### config.mk
export PLATFORM = sky130hd
export DESIGN_NAME = hv_dac_spi_ctrl_flat
export DESIGN_NICKNAME = d
export VERILOG_FILES = /design/src/rtl/hv_dac_pkg.sv /design/src/rtl/hv_dac_spi_ctrl_if.sv /design/src/rtl/hv_dac_spi_shift.sv /design/src/rtl/hv_dac_spi_ctrl.sv /design/src/flat_wrapper.sv
export SDC_FILE = /design/constraint.sdc
export NUM_CORES = 1
export LEC_CHECK = 0
export ABC_AREA = 1
export CAP_MARGIN = 0
export CORE_MARGIN = 2
export CORE_UTILIZATION = 25
export DETAILED_ROUTE_END_ITERATION = 8
export MAX_ROUTING_LAYER = met4
export SYNTH_ARGS = -nofsm -noshare
export SYNTH_HDL_FRONTEND = slang
export SYNTH_HIERARCHICAL = 1
export SYNTH_SLANG_ARGS = --single-unit
### constraint.sdc
create_clock -name dtc_clk -period 15.99 [get_ports dtc_clk]
set_clock_uncertainty 0.15 [all_clocks]
set_input_delay 2.3985 -clock dtc_clk [delete_from_list [all_inputs] [get_ports dtc_clk]]
set_output_delay 2.3985 -clock dtc_clk [all_outputs]
set_load 0.01 [all_outputs]
### src/rtl/hv_dac_pkg.sv
// HV bias DAC controller shared types.
// Scheduler states, CTRL bit indices and the serial frame builder.
package hv_dac_pkg;

  typedef enum logic [2:0] {
    S_IDLE,
    S_SETUP,
    S_SHIFT,
    S_GAP,
    S_LDAC
  } state_e;

  localparam int CTRL_DEFER   = 0;
  localparam int CTRL_LOAD    = 1;
  localparam int CTRL_REFRESH = 2;
  localparam int CTRL_BUSY    = 3;

  // {1'b0, local_ch, value}; the leading 0 falls out of lch < CH_PER_DAC
  function automatic logic [31:0] build_frame(
    input int          dac_bits,
    input logic [31:0] lch,
    input logic [31:0] val
  );
    logic [31:0] mask;
    mask = (32'd1 << dac_bits) - 32'd1;
    return (lch << dac_bits) | (val & mask);
  endfunction

endpackage

### src/rtl/hv_dac_spi_ctrl_if.sv
// Slow-command register bus between DTC decoder and HV DAC controller.
// master: decoder (strobes, address, data); slave: controller (read data).
interface hv_dac_spi_ctrl_if;
  logic        cmd_wr;
  logic        cmd_rd;
  logic [30:0] cmd_addr;
  logic [31:0] cmd_wdata;
  logic [31:0] rd_data;
  logic        rd_valid;

  modport master (
    output cmd_wr, cmd_rd, cmd_addr, cmd_wdata,
    input  rd_data, rd_valid
  );

  modport slave (
    input  cmd_wr, cmd_rd, cmd_addr, cmd_wdata,
    output rd_data, rd_valid
  );
endinterface

### src/rtl/hv_dac_spi_shift.sv
// Frame serialiser: start loads frame; sclk idles high, din MSB first.
// Ports: dtc_clk, rst_n, start, frame in; active, sclk, din, done out.
module hv_dac_spi_shift #(
  parameter int FRAME_BITS = 16,
  parameter int SCLK_DIV   = 4
) (
  input  logic                  dtc_clk,
  input  logic                  rst_n,
  input  logic                  start,
  input  logic [FRAME_BITS-1:0] frame,
  output logic                  active,
  output logic                  sclk,
  output logic                  din,
  output logic                  done
);

  localparam int DW = (SCLK_DIV > 1) ? $clog2(SCLK_DIV) : 1;
  localparam int BW = $clog2(FRAME_BITS + 1);

  logic [FRAME_BITS-1:0] sh;
  logic [DW-1:0]         cnt;
  logic [BW-1:0]         bits;
  logic                  ph_end;
  logic                  last;

  assign ph_end = (cnt == DW'(SCLK_DIV - 1));
  assign last   = (bits == BW'(FRAME_BITS));
  assign din    = active & sh[FRAME_BITS-1];
  // frame ends after the high phase that follows the last rising edge
  assign done   = active & ph_end & sclk & last;

  always_ff @(posedge dtc_clk) begin
    if (!rst_n) begin
      active <= 1'b0;
      sclk   <= 1'b1;
      sh     <= '0;
      cnt    <= '0;
      bits   <= '0;
    end else if (start && !active) begin
      active <= 1'b1;
      sclk   <= 1'b1;
      sh     <= frame;
      cnt    <= '0;
      bits   <= '0;
    end else if (active) begin
      if (ph_end) begin
        cnt <= '0;
        if (sclk) begin
          if (last) active <= 1'b0;
          else      sclk   <= 1'b0;
        end else begin
          sclk <= 1'b1;
          bits <= bits + 1'b1;
          sh   <= {sh[FRAME_BITS-2:0], 1'b0};
        end
      end else begin
        cnt <= cnt + 1'b1;
      end
    end
  end

endmodule

### src/rtl/hv_dac_spi_ctrl.sv
// N-chip x M-channel HV bias DAC controller: setpoint file, dirty scan,
// shared serial bus with per-chip sync_b, LDAC control. Ports: clk/rst, bus, pins.
module hv_dac_spi_ctrl
  import hv_dac_pkg::*;
#(
  parameter int NUM_DACS   = 4,
  parameter int CH_PER_DAC = 8,
  parameter int DAC_BITS   = 12,
  parameter int BASE_ADDR  = 'h60,
  parameter int CTRL_ADDR  = 'h71,
  parameter int SCLK_DIV   = 4,
  parameter int SYNC_GAP   = 4,
  parameter int LDAC_CYC   = 4
) (
  input  logic                dtc_clk,
  input  logic                rst_n,
  hv_dac_spi_ctrl_if.slave    bus,
  output logic                busy,
  output logic                hv_dac_sclk,
  output logic                hv_dac_din,
  output logic [NUM_DACS-1:0] hv_dac_sync_b,
  output logic                hv_dac_ldac_b
);

  localparam int NUM_CH     = NUM_DACS * CH_PER_DAC;
  localparam int CH_AW      = $clog2(CH_PER_DAC);
  localparam int FRAME_BITS = 1 + CH_AW + DAC_BITS;
  localparam int CHW        = (NUM_CH > 1) ? $clog2(NUM_CH) : 1;

  state_e state, state_n;

  logic [DAC_BITS-1:0]   sp [NUM_CH];
  logic [NUM_CH-1:0]     dirty, dirty_n;
  logic [CHW-1:0]        last_ch, cur_ch, pick_ch, wch;
  logic [30:0]           off;
  logic [15:0]           cnt;
  logic [31:0]           rd_mux;
  logic [FRAME_BITS-1:0] frame;
  logic found, defer, pend, start, ldac_go;
  logic ctrl_hit, ch_hit, ctrl_wr, ch_wr, load_wr, refr_wr;
  logic sh_active, sh_done;
  int   idx;

  // CTRL decodes first so it wins where it aliases a channel slot
  assign off      = bus.cmd_addr - 31'(BASE_ADDR);
  assign ctrl_hit = (bus.cmd_addr == 31'(CTRL_ADDR));
  assign ch_hit   = !ctrl_hit
                  && (bus.cmd_addr >= 31'(BASE_ADDR))
                  && (off < 31'(NUM_CH));
  assign wch      = off[CHW-1:0];
  assign ctrl_wr  = bus.cmd_wr & ctrl_hit;
  assign ch_wr    = bus.cmd_wr & ch_hit;
  assign load_wr  = ctrl_wr & bus.cmd_wdata[CTRL_LOAD];
  assign refr_wr  = ctrl_wr & bus.cmd_wdata[CTRL_REFRESH];

  assign busy          = (state != S_IDLE) || (dirty != '0);
  assign hv_dac_ldac_b = (state != S_LDAC);

  // round-robin: first dirty channel after the last one sent
  always_comb begin
    found   = 1'b0;
    pick_ch = '0;
    idx     = 0;
    for (int i = 0; i < NUM_CH; i++) begin
      idx = int'(last_ch) + 1 + i;
      if (idx >= NUM_CH) idx = idx - NUM_CH;
      if (!found && dirty[idx]) begin
        found   = 1'b1;
        pick_ch = CHW'(idx);
      end
    end
  end

  assign frame = FRAME_BITS'(build_frame(
    DAC_BITS, 32'(pick_ch[CH_AW-1:0]), 32'(sp[pick_ch])));

  // a write landing on the channel being picked re-arms its dirty bit
  always_comb begin
    dirty_n = dirty;
    if (start)   dirty_n[pick_ch] = 1'b0;
    if (refr_wr) dirty_n = '1;
    if (ch_wr)   dirty_n[wch] = 1'b1;
  end

  always_comb begin
    state_n = state;
    start   = 1'b0;
    ldac_go = 1'b0;
    unique case (state)
      S_IDLE: begin
        if (found) begin
          start   = 1'b1;
          state_n = S_SETUP;
        end else if (pend) begin
          ldac_go = 1'b1;
          state_n = S_LDAC;
        end
      end
      S_SETUP: if (!hv_dac_sclk) state_n = S_SHIFT;
      S_SHIFT: if (sh_done) state_n = S_GAP;
      S_GAP: begin
        if (cnt == 16'(SYNC_GAP - 1)) begin
          if (!defer || (pend && dirty == '0)) begin
            ldac_go = 1'b1;
            state_n = S_LDAC;
          end else begin
            state_n = S_IDLE;
          end
        end
      end
      S_LDAC: if (cnt == 16'(LDAC_CYC - 1)) state_n = S_IDLE;
      default: state_n = S_IDLE;
    endcase
  end

  always_comb begin
    rd_mux = '0;
    if (bus.cmd_rd) begin
      if (ctrl_hit)    rd_mux = 32'({busy, 2'b00, defer});
      else if (ch_hit) rd_mux = 32'(sp[wch]);
    end
  end

  always_comb begin
    hv_dac_sync_b = '1;
    for (int k = 0; k < NUM_DACS; k++) begin
      if (sh_active && (int'(cur_ch) / CH_PER_DAC == k))
        hv_dac_sync_b[k] = 1'b0;
    end
  end

  always_ff @(posedge dtc_clk) begin
    if (!rst_n) begin
      state        <= S_IDLE;
      dirty        <= '0;
      last_ch      <= CHW'(NUM_CH - 1);
      cur_ch       <= '0;
      defer        <= 1'b0;
      pend         <= 1'b0;
      cnt          <= '0;
      bus.rd_data  <= '0;
      bus.rd_valid <= 1'b0;
      for (int i = 0; i < NUM_CH; i++) sp[i] <= '0;
    end else begin
      state <= state_n;
      dirty <= dirty_n;
      cnt   <= (state_n != state) ? '0 : cnt + 16'd1;
      if (start) begin
        last_ch <= pick_ch;
        cur_ch  <= pick_ch;
      end
      if (ctrl_wr) defer <= bus.cmd_wdata[CTRL_DEFER];
      if (load_wr) pend <= 1'b1;
      else if (ldac_go && dirty == '0) pend <= 1'b0;
      if (ch_wr) sp[wch] <= bus.cmd_wdata[DAC_BITS-1:0];
      bus.rd_valid <= bus.cmd_rd;
      bus.rd_data  <= rd_mux;
    end
  end

  hv_dac_spi_shift #(
    .FRAME_BITS (FRAME_BITS),
    .SCLK_DIV   (SCLK_DIV)
  ) u_shift (
    .dtc_clk (dtc_clk),
    .rst_n   (rst_n),
    .start   (start),
    .frame   (frame),
    .active  (sh_active),
    .sclk    (hv_dac_sclk),
    .din     (hv_dac_din),
    .done    (sh_done)
  );

endmodule

### src/flat_wrapper.sv
// flat-port wrapper written by rule: the top's interface ports become plain ports
module hv_dac_spi_ctrl_flat import hv_dac_pkg::*;
#(
  parameter int NUM_DACS   = 4,
  parameter int CH_PER_DAC = 8,
  parameter int DAC_BITS   = 12,
  parameter int BASE_ADDR  = 'h60,
  parameter int CTRL_ADDR  = 'h71,
  parameter int SCLK_DIV   = 4,
  parameter int SYNC_GAP   = 4,
  parameter int LDAC_CYC   = 4
)
  (dtc_clk, rst_n, busy, hv_dac_sclk, hv_dac_din, hv_dac_sync_b, hv_dac_ldac_b, bus_cmd_wr, bus_cmd_rd, bus_cmd_addr, bus_cmd_wdata, bus_rd_data, bus_rd_valid);
  hv_dac_spi_ctrl_if bus_i ();
  input  logic dtc_clk;
  input  logic rst_n;
  output logic busy;
  output logic hv_dac_sclk;
  output logic hv_dac_din;
  output logic [NUM_DACS-1:0] hv_dac_sync_b;
  output logic hv_dac_ldac_b;
  input wire logic [$bits(bus_i.cmd_wr)-1:0] bus_cmd_wr;
  input wire logic [$bits(bus_i.cmd_rd)-1:0] bus_cmd_rd;
  input wire logic [$bits(bus_i.cmd_addr)-1:0] bus_cmd_addr;
  input wire logic [$bits(bus_i.cmd_wdata)-1:0] bus_cmd_wdata;
  output wire logic [$bits(bus_i.rd_data)-1:0] bus_rd_data;
  output wire logic [$bits(bus_i.rd_valid)-1:0] bus_rd_valid;
  assign bus_i.cmd_wr = bus_cmd_wr;
  assign bus_i.cmd_rd = bus_cmd_rd;
  assign bus_i.cmd_addr = bus_cmd_addr;
  assign bus_i.cmd_wdata = bus_cmd_wdata;
  assign bus_rd_data = bus_i.rd_data;
  assign bus_rd_valid = bus_i.rd_valid;
  hv_dac_spi_ctrl #(.NUM_DACS(NUM_DACS), .CH_PER_DAC(CH_PER_DAC), .DAC_BITS(DAC_BITS), .BASE_ADDR(BASE_ADDR), .CTRL_ADDR(CTRL_ADDR), .SCLK_DIV(SCLK_DIV), .SYNC_GAP(SYNC_GAP), .LDAC_CYC(LDAC_CYC)) u_core (.dtc_clk(dtc_clk), .rst_n(rst_n), .bus(bus_i), .busy(busy), .hv_dac_sclk(hv_dac_sclk), .hv_dac_din(hv_dac_din), .hv_dac_sync_b(hv_dac_sync_b), .hv_dac_ldac_b(hv_dac_ldac_b));
endmodule
-- Word-level counts from Yosys, hierarchy flattened
Memories as Yosys holds them, arrays and structs flattened.
Cells that the tools add are included.
- add/subtract/negate cells: 68
- $lt $le $gt $ge: 70
- eq/ne operators: 14
- muxes and demuxes: 241
- bitwise logic cells: 16
- reduce and logical (&&, ||, !) cells: 95
- operators with widths (cell ; count):
    32-bit 2-to-1 mux ; 35
    32-bit by 7-bit greater-or-equal comparator with 1-bit output (second input constant) ; 32
    32-bit by 7-bit less-than comparator with 1-bit output (second input constant) ; 32
    32-bit by 7-bit subtractor with 32-bit output (second input constant) ; 32
    32-bit by 6-bit adder with 32-bit output (second input constant) ; 16
    32-bit by 5-bit adder with 32-bit output (second input constant) ; 8
    5-bit 2-to-1 mux ; 33
    1-bit binary-select mux with 5-bit select ; 32
    32-bit by 4-bit adder with 32-bit output (second input constant) ; 4
    1-bit 2-to-1 mux ; 122
    32-bit by 3-bit adder with 32-bit output (second input constant) ; 2
    32-bit logical NOT ; 2
    16-bit 2-to-1 mux ; 4
    1-bit logical AND ; 42
    1-bit logical NOT ; 34
    32-bit by 2-bit adder with 32-bit output (second input constant) ; 1
    32-bit AND ; 1
    32-bit NOT ; 1
    32-bit bitwise OR ; 1
    32-bit nonzero test ; 1
    31-bit by 7-bit == test with 1-bit output (second input constant) ; 1
    31-bit by 7-bit greater-or-equal comparator with 1-bit output (second input constant) ; 1
    31-bit by 6-bit less-than comparator with 1-bit output (second input constant) ; 1
    31-bit by 7-bit subtractor with 31-bit output (second input constant) ; 1
    36 further kinds ; 65
- bits in registers: 121
- RAM bits: 384
- bits of input ports: 67
- output and inout bits: 41
- word-level logic and storage cells: 521
- memories kept: 1
- memory list (name ; depth ; width ; read ports ; clocked after Yosys merged registers in ; write ports ; RTL line ; source):
    u_core.sp ; 32 ; 12 ; 2 ; 0 ; 32 ; hv_dac_spi_ctrl.sv:32 ; logic [DAC_BITS-1:0] sp [NUM_CH];

-- Depth between registers and ports, before layout
- depth after elaboration: 110
- depth in mapped cells: 55
- mapped depth without buffers: 51

-- Hierarchy
The synthesis kept the hierarchy.
- by module, submodules not included (module ; instances ; cells each ; area each (um^2) ; sequential area each (um^2)):
    hv_dac_spi_ctrl ; 1 ; 4126 ; 29264.3 ; 12992.5
    hv_dac_spi_shift ; 1 ; 190 ; 1357.6 ; 500.5

-- Worst setup path before layout
Ideal clock, no wire load.
- path type: in2reg
- from: input bus_cmd_addr[6]
- to: memory u_core.sp[29][0], enable pin
- library setup time: 350 ps
- data arrival time: 5720 ps
- required time: 15490 ps
- path slack: 9769 ps
- cell stages on the path: 22
- cell sequence: nand2_1 > inv_1 > nor2_1 > inv_1 > nor2_1 > inv_1 > nor2_1 > inv_1 > nor2_1 > inv_1 > nor2_1 > inv_1 > a221oi_1 > o2111ai_1 > nor4_1 > nand2_1 > nor2_1 > inv_1 > nor2_1 > nand2_1 > clkbuf_1 > nand2_1
- RTL lines (what ; RTL line ; source):
    from (decl) ; flat_wrapper.sv:24 ; input wire logic [$bits(bus_i.cmd_addr)-1:0] bus_cmd_addr;
    to (decl) ; hv_dac_spi_ctrl.sv:32 ;

-- Worst setup path after layout
- from: register u_core.last_ch[0]
- to: register u_core.u_shift.sh[2]
- elaborated cells on any way between the ends: 360
- RTL lines (what ; RTL line ; source):
    from (decl) ; hv_dac_spi_ctrl.sv:34 ; logic [CHW-1:0] last_ch, cur_ch, pick_ch, wch;
    from (signal assigned) ; hv_dac_spi_ctrl.sv:136 ; last_ch <= CHW'(NUM_CH - 1);
    from (signal assigned) ; hv_dac_spi_ctrl.sv:149 ; last_ch <= pick_ch;
    5-bit by 1-bit adder with 6-bit output * ; hv_dac_spi_ctrl.sv:65 ; idx = int'(last_ch) + 1 + i;
    branches (longest 98 deep; another with 32-bit by 2-bit adder with 32-bit output) ; - ;
    5-bit 2-to-1 mux * ; hv_dac_spi_ctrl.sv:67 ; if (!found && dirty[idx]) begin
    memory 32 x 12 bit * ; - ;
    15-bit by 12-bit bitwise OR with 15-bit output * ; hv_dac_pkg.sv:26 ; return (lch << dac_bits) | (val & mask);
    net u_core.frame[2] ; hv_dac_spi_ctrl.sv:38 ; logic [FRAME_BITS-1:0] frame;
    16-bit 2-to-1 mux * ; hv_dac_spi_shift.sv:39 ; end else if (start && !active) begin
    to (signal assigned) ; hv_dac_spi_shift.sv:42 ; sh <= frame;
    to (signal assigned) ; hv_dac_spi_shift.sv:54 ; sh <= {sh[FRAME_BITS-2:0], 1'b0};
    to (decl) ; hv_dac_spi_shift.sv:20 ; logic [FRAME_BITS-1:0] sh;
Mark *: on every way through the listed nets, which the timed path passes. The select of a mux whose other input is x is not followed.
A chain may end at the register's enable or synchronous reset.

==> metrics.cfg <==
[setup_path]
cpMostUsedCell=nand2_1
path_delay_family=simple AND/OR/NAND/NOR gates
crit_slowest_cell=inv_2
max_stage_delay_ps=740
r2r_cells=42
cp_max_fo=73
critical_path_class=register to register
path_depth=42
start_kind=register
cp_num_buf_inv=7
worstPathRequired_ps=16400
crit_arrival_ps=10120
endpoint_kind=register

[synthesis]
yosys_warnings=6
syn_area_sq_um=30620
syn_avg_cell_area_sq_um=7.095
synthDistinctLibCells=61
synth_seq_cells=482
synth-edff-count=384
yosysSeqAreaShare=0.4406
synth-async-reset-ratio=0
synth_cells=4316
yosys_most_used_dff=edfxtp_1

[placement]
dpl.hpwl_um=77070
numPortBuffers=67
gp_congestion=0.9508

[timing]
min_period_ps=9711
worst_pin_slew_ps=1182
max_freq_ghz=0.1030
grt_setup_unrepaired=no
drv_slew=0
maxSlewHeadroom=0.2110
timing.setup.tns_ps=0
hold_viol=0
finalSetupViolations=0
fin_crit_sh=0.6073

[final_layout]
area_growth_pct=12.65
drive_gt1_frac=0.05906
final_nets=4334

[route]
ant_nets=0
routed-via-count=29900
drcViolationCount=0
wl_per_cell_um=19.98
drt_iter0_drc=3494
drt_first_pass_iters=6
vias_per_cell=5.044
routed_wl_um=118500

[cts]
cts_made_buffers=54
cts_tree=yes
cts.sinks=482
clk_pin_slew_ps=60
cts_root_buffer=clkbuf_16
cts_hold_buf=0
htree_levels=2
clkLatencyLatePin_ps=620
cts_setup_buffers=0
clock_path_buffers=3
cts_resized=0

[global_route]
grt_util_met2=0.2797
antenna_found_initial=3
grt_overflow=0
grt_max_degree=100
gr-usage-met1=0.2492
grt-busiest-layer=met2
grt_pass1_vias=27140
track_usage=0.1876
grtUsageMet3=0.03392
grt_pass1_wl_um=173800

[die]
die_y_um=354.0
initial_core_util=0.2516
core_sq_um=121700
die_width_um=354.0
io_pins=108
die_area_sq_um=125300
placementRows=128

[flow_run]
max-cap-violations=0

[min_path]
hp-class=register to register
hold_path_depth=1

[run_status]
status=finished, final reports clean

## path summary, 6_finish.rpt
| check | startpoint | to | slack [ps] |
|---|---|---|---|
| max | u_core/last_ch[0]$_SDFFE_PN1N_ | u_core/u_shift/sh[2]$_SDFFE_PN0P_ | 6280 |
| min | u_core/cnt[0]$_SDFF_PP0_ | u_core/cnt[0]$_SDFF_PP0_ | 300 |
| min reg2reg | u_core/cnt[0]$_SDFF_PP0_ | u_core/cnt[0]$_SDFF_PP0_ | 300 |
| max reg2reg | u_core/last_ch[0]$_SDFFE_PN1N_ | u_core/u_shift/sh[2]$_SDFFE_PN0P_ | 6280 |
## cell usage after synthesis (all sizes together) (35+ instances only)
cell type | number | share of area
nand2 | 1856 | 0.23
nor2 | 607 | 0.079
edfxtp | 384 | 0.38
nand3 | 345 | 0.057
inv | 218 | 0.027
a22oi | 174 | 0.043
buf | 142 | 0.028
clkbuf | 128 | 0.016
dfxtp | 98 | 0.064
o21ai | 72 | 0.012
nand4 | 55 | 0.014
a21oi | 54 | 0.0089
nor3 | 35 | 0.0061
## placed cells by master, fill, tap and decap left out, drive strengths merged, types with 9 or more instances in the layout
cell type and count:
buf 56, a211oi 9, a22oi 174, clkinv 24
dfxtp 98, nor4 18, nor3 35, clkdlybuf4s50 66
ha 11, o21ai 72, nand3 345, clkbuf 74
edfxtp 384, nand2 1856, a31oi 15, o22ai 17
nand3b 14, xor2 21, a21oi 54, nor2 607
conb 33, inv 218, nand4 55
## routing by layer
metal | share of wire | routed length [um]
met1 | 0.41 | 48700
met2 | 0.43 | 51470
met3 | 0.11 | 12920
met4 | 0.046 | 5402
met5 | 0 | 0
## cells by family (layout without fill, tap and decap cells)
kind of cell             Yosys count  count (layout)  synth area share
flip-flops                       482             482            0.4406
XOR/XNOR                          25              25          0.007641
AO/OA/AOI/OAI                    365             365           0.07923
other                              1              36         0.0001225
AND/OR/NAND/NOR                 2938            2938            0.3966
buffers and inverters            494             447           0.07126
adder cells (fa/ha/maj)           11              11          0.004495
## stage by stage
| step | instances | hold slack [ps] | utilization | worst slack, ps | area, sq um |
|---|---|---|---|---|---|
| finish | 5929 | 297.6 | 0.2834 | 6279 | 34500 |
| global route | 5929 | 314.5 | 0.2834 | 5683 | 34500 |
| global placement | 5825 | 279.7 | 0.2683 | 6481 | 32650 |
| detailed placement | 5825 | 288.8 | 0.2683 | 6453 | 32650 |
| CTS | 5926 | 302.3 | 0.2834 | 6443 | 34490 |
| floorplan | 4348 | 267.3 | - | 9769 | 30740 |
## cell type report
type | instances | area, sq um
Antenna cell | 3 | 7.507
Tap cell | 1625 | 2033
Multi-Input combinational cell | 3372 | 15150
Fill cell | 13240 | 87220
Timing Repair Buffer | 122 | 1119
Sequential cell | 482 | 13490
Clock buffer | 74 | 1553
Clock inverter | 27 | 284.0
Inverter | 224 | 852.1
## registers in the layout, indices dropped and copies added (netlist names), 2 cells and up
name                 flops
u_core/bus.rd_data      12
u_core/cnt              16
u_core/cur_ch            2
u_core/dirty            32
u_core/last_ch           5
u_core/sp              384
u_core/state             3
u_core/u_shift/bits      5
u_core/u_shift/cnt       2
u_core/u_shift/sh       16
Power is not shown: default switching activity piles up to over one toggle a cycle in this logic, so the estimate is an artifact.
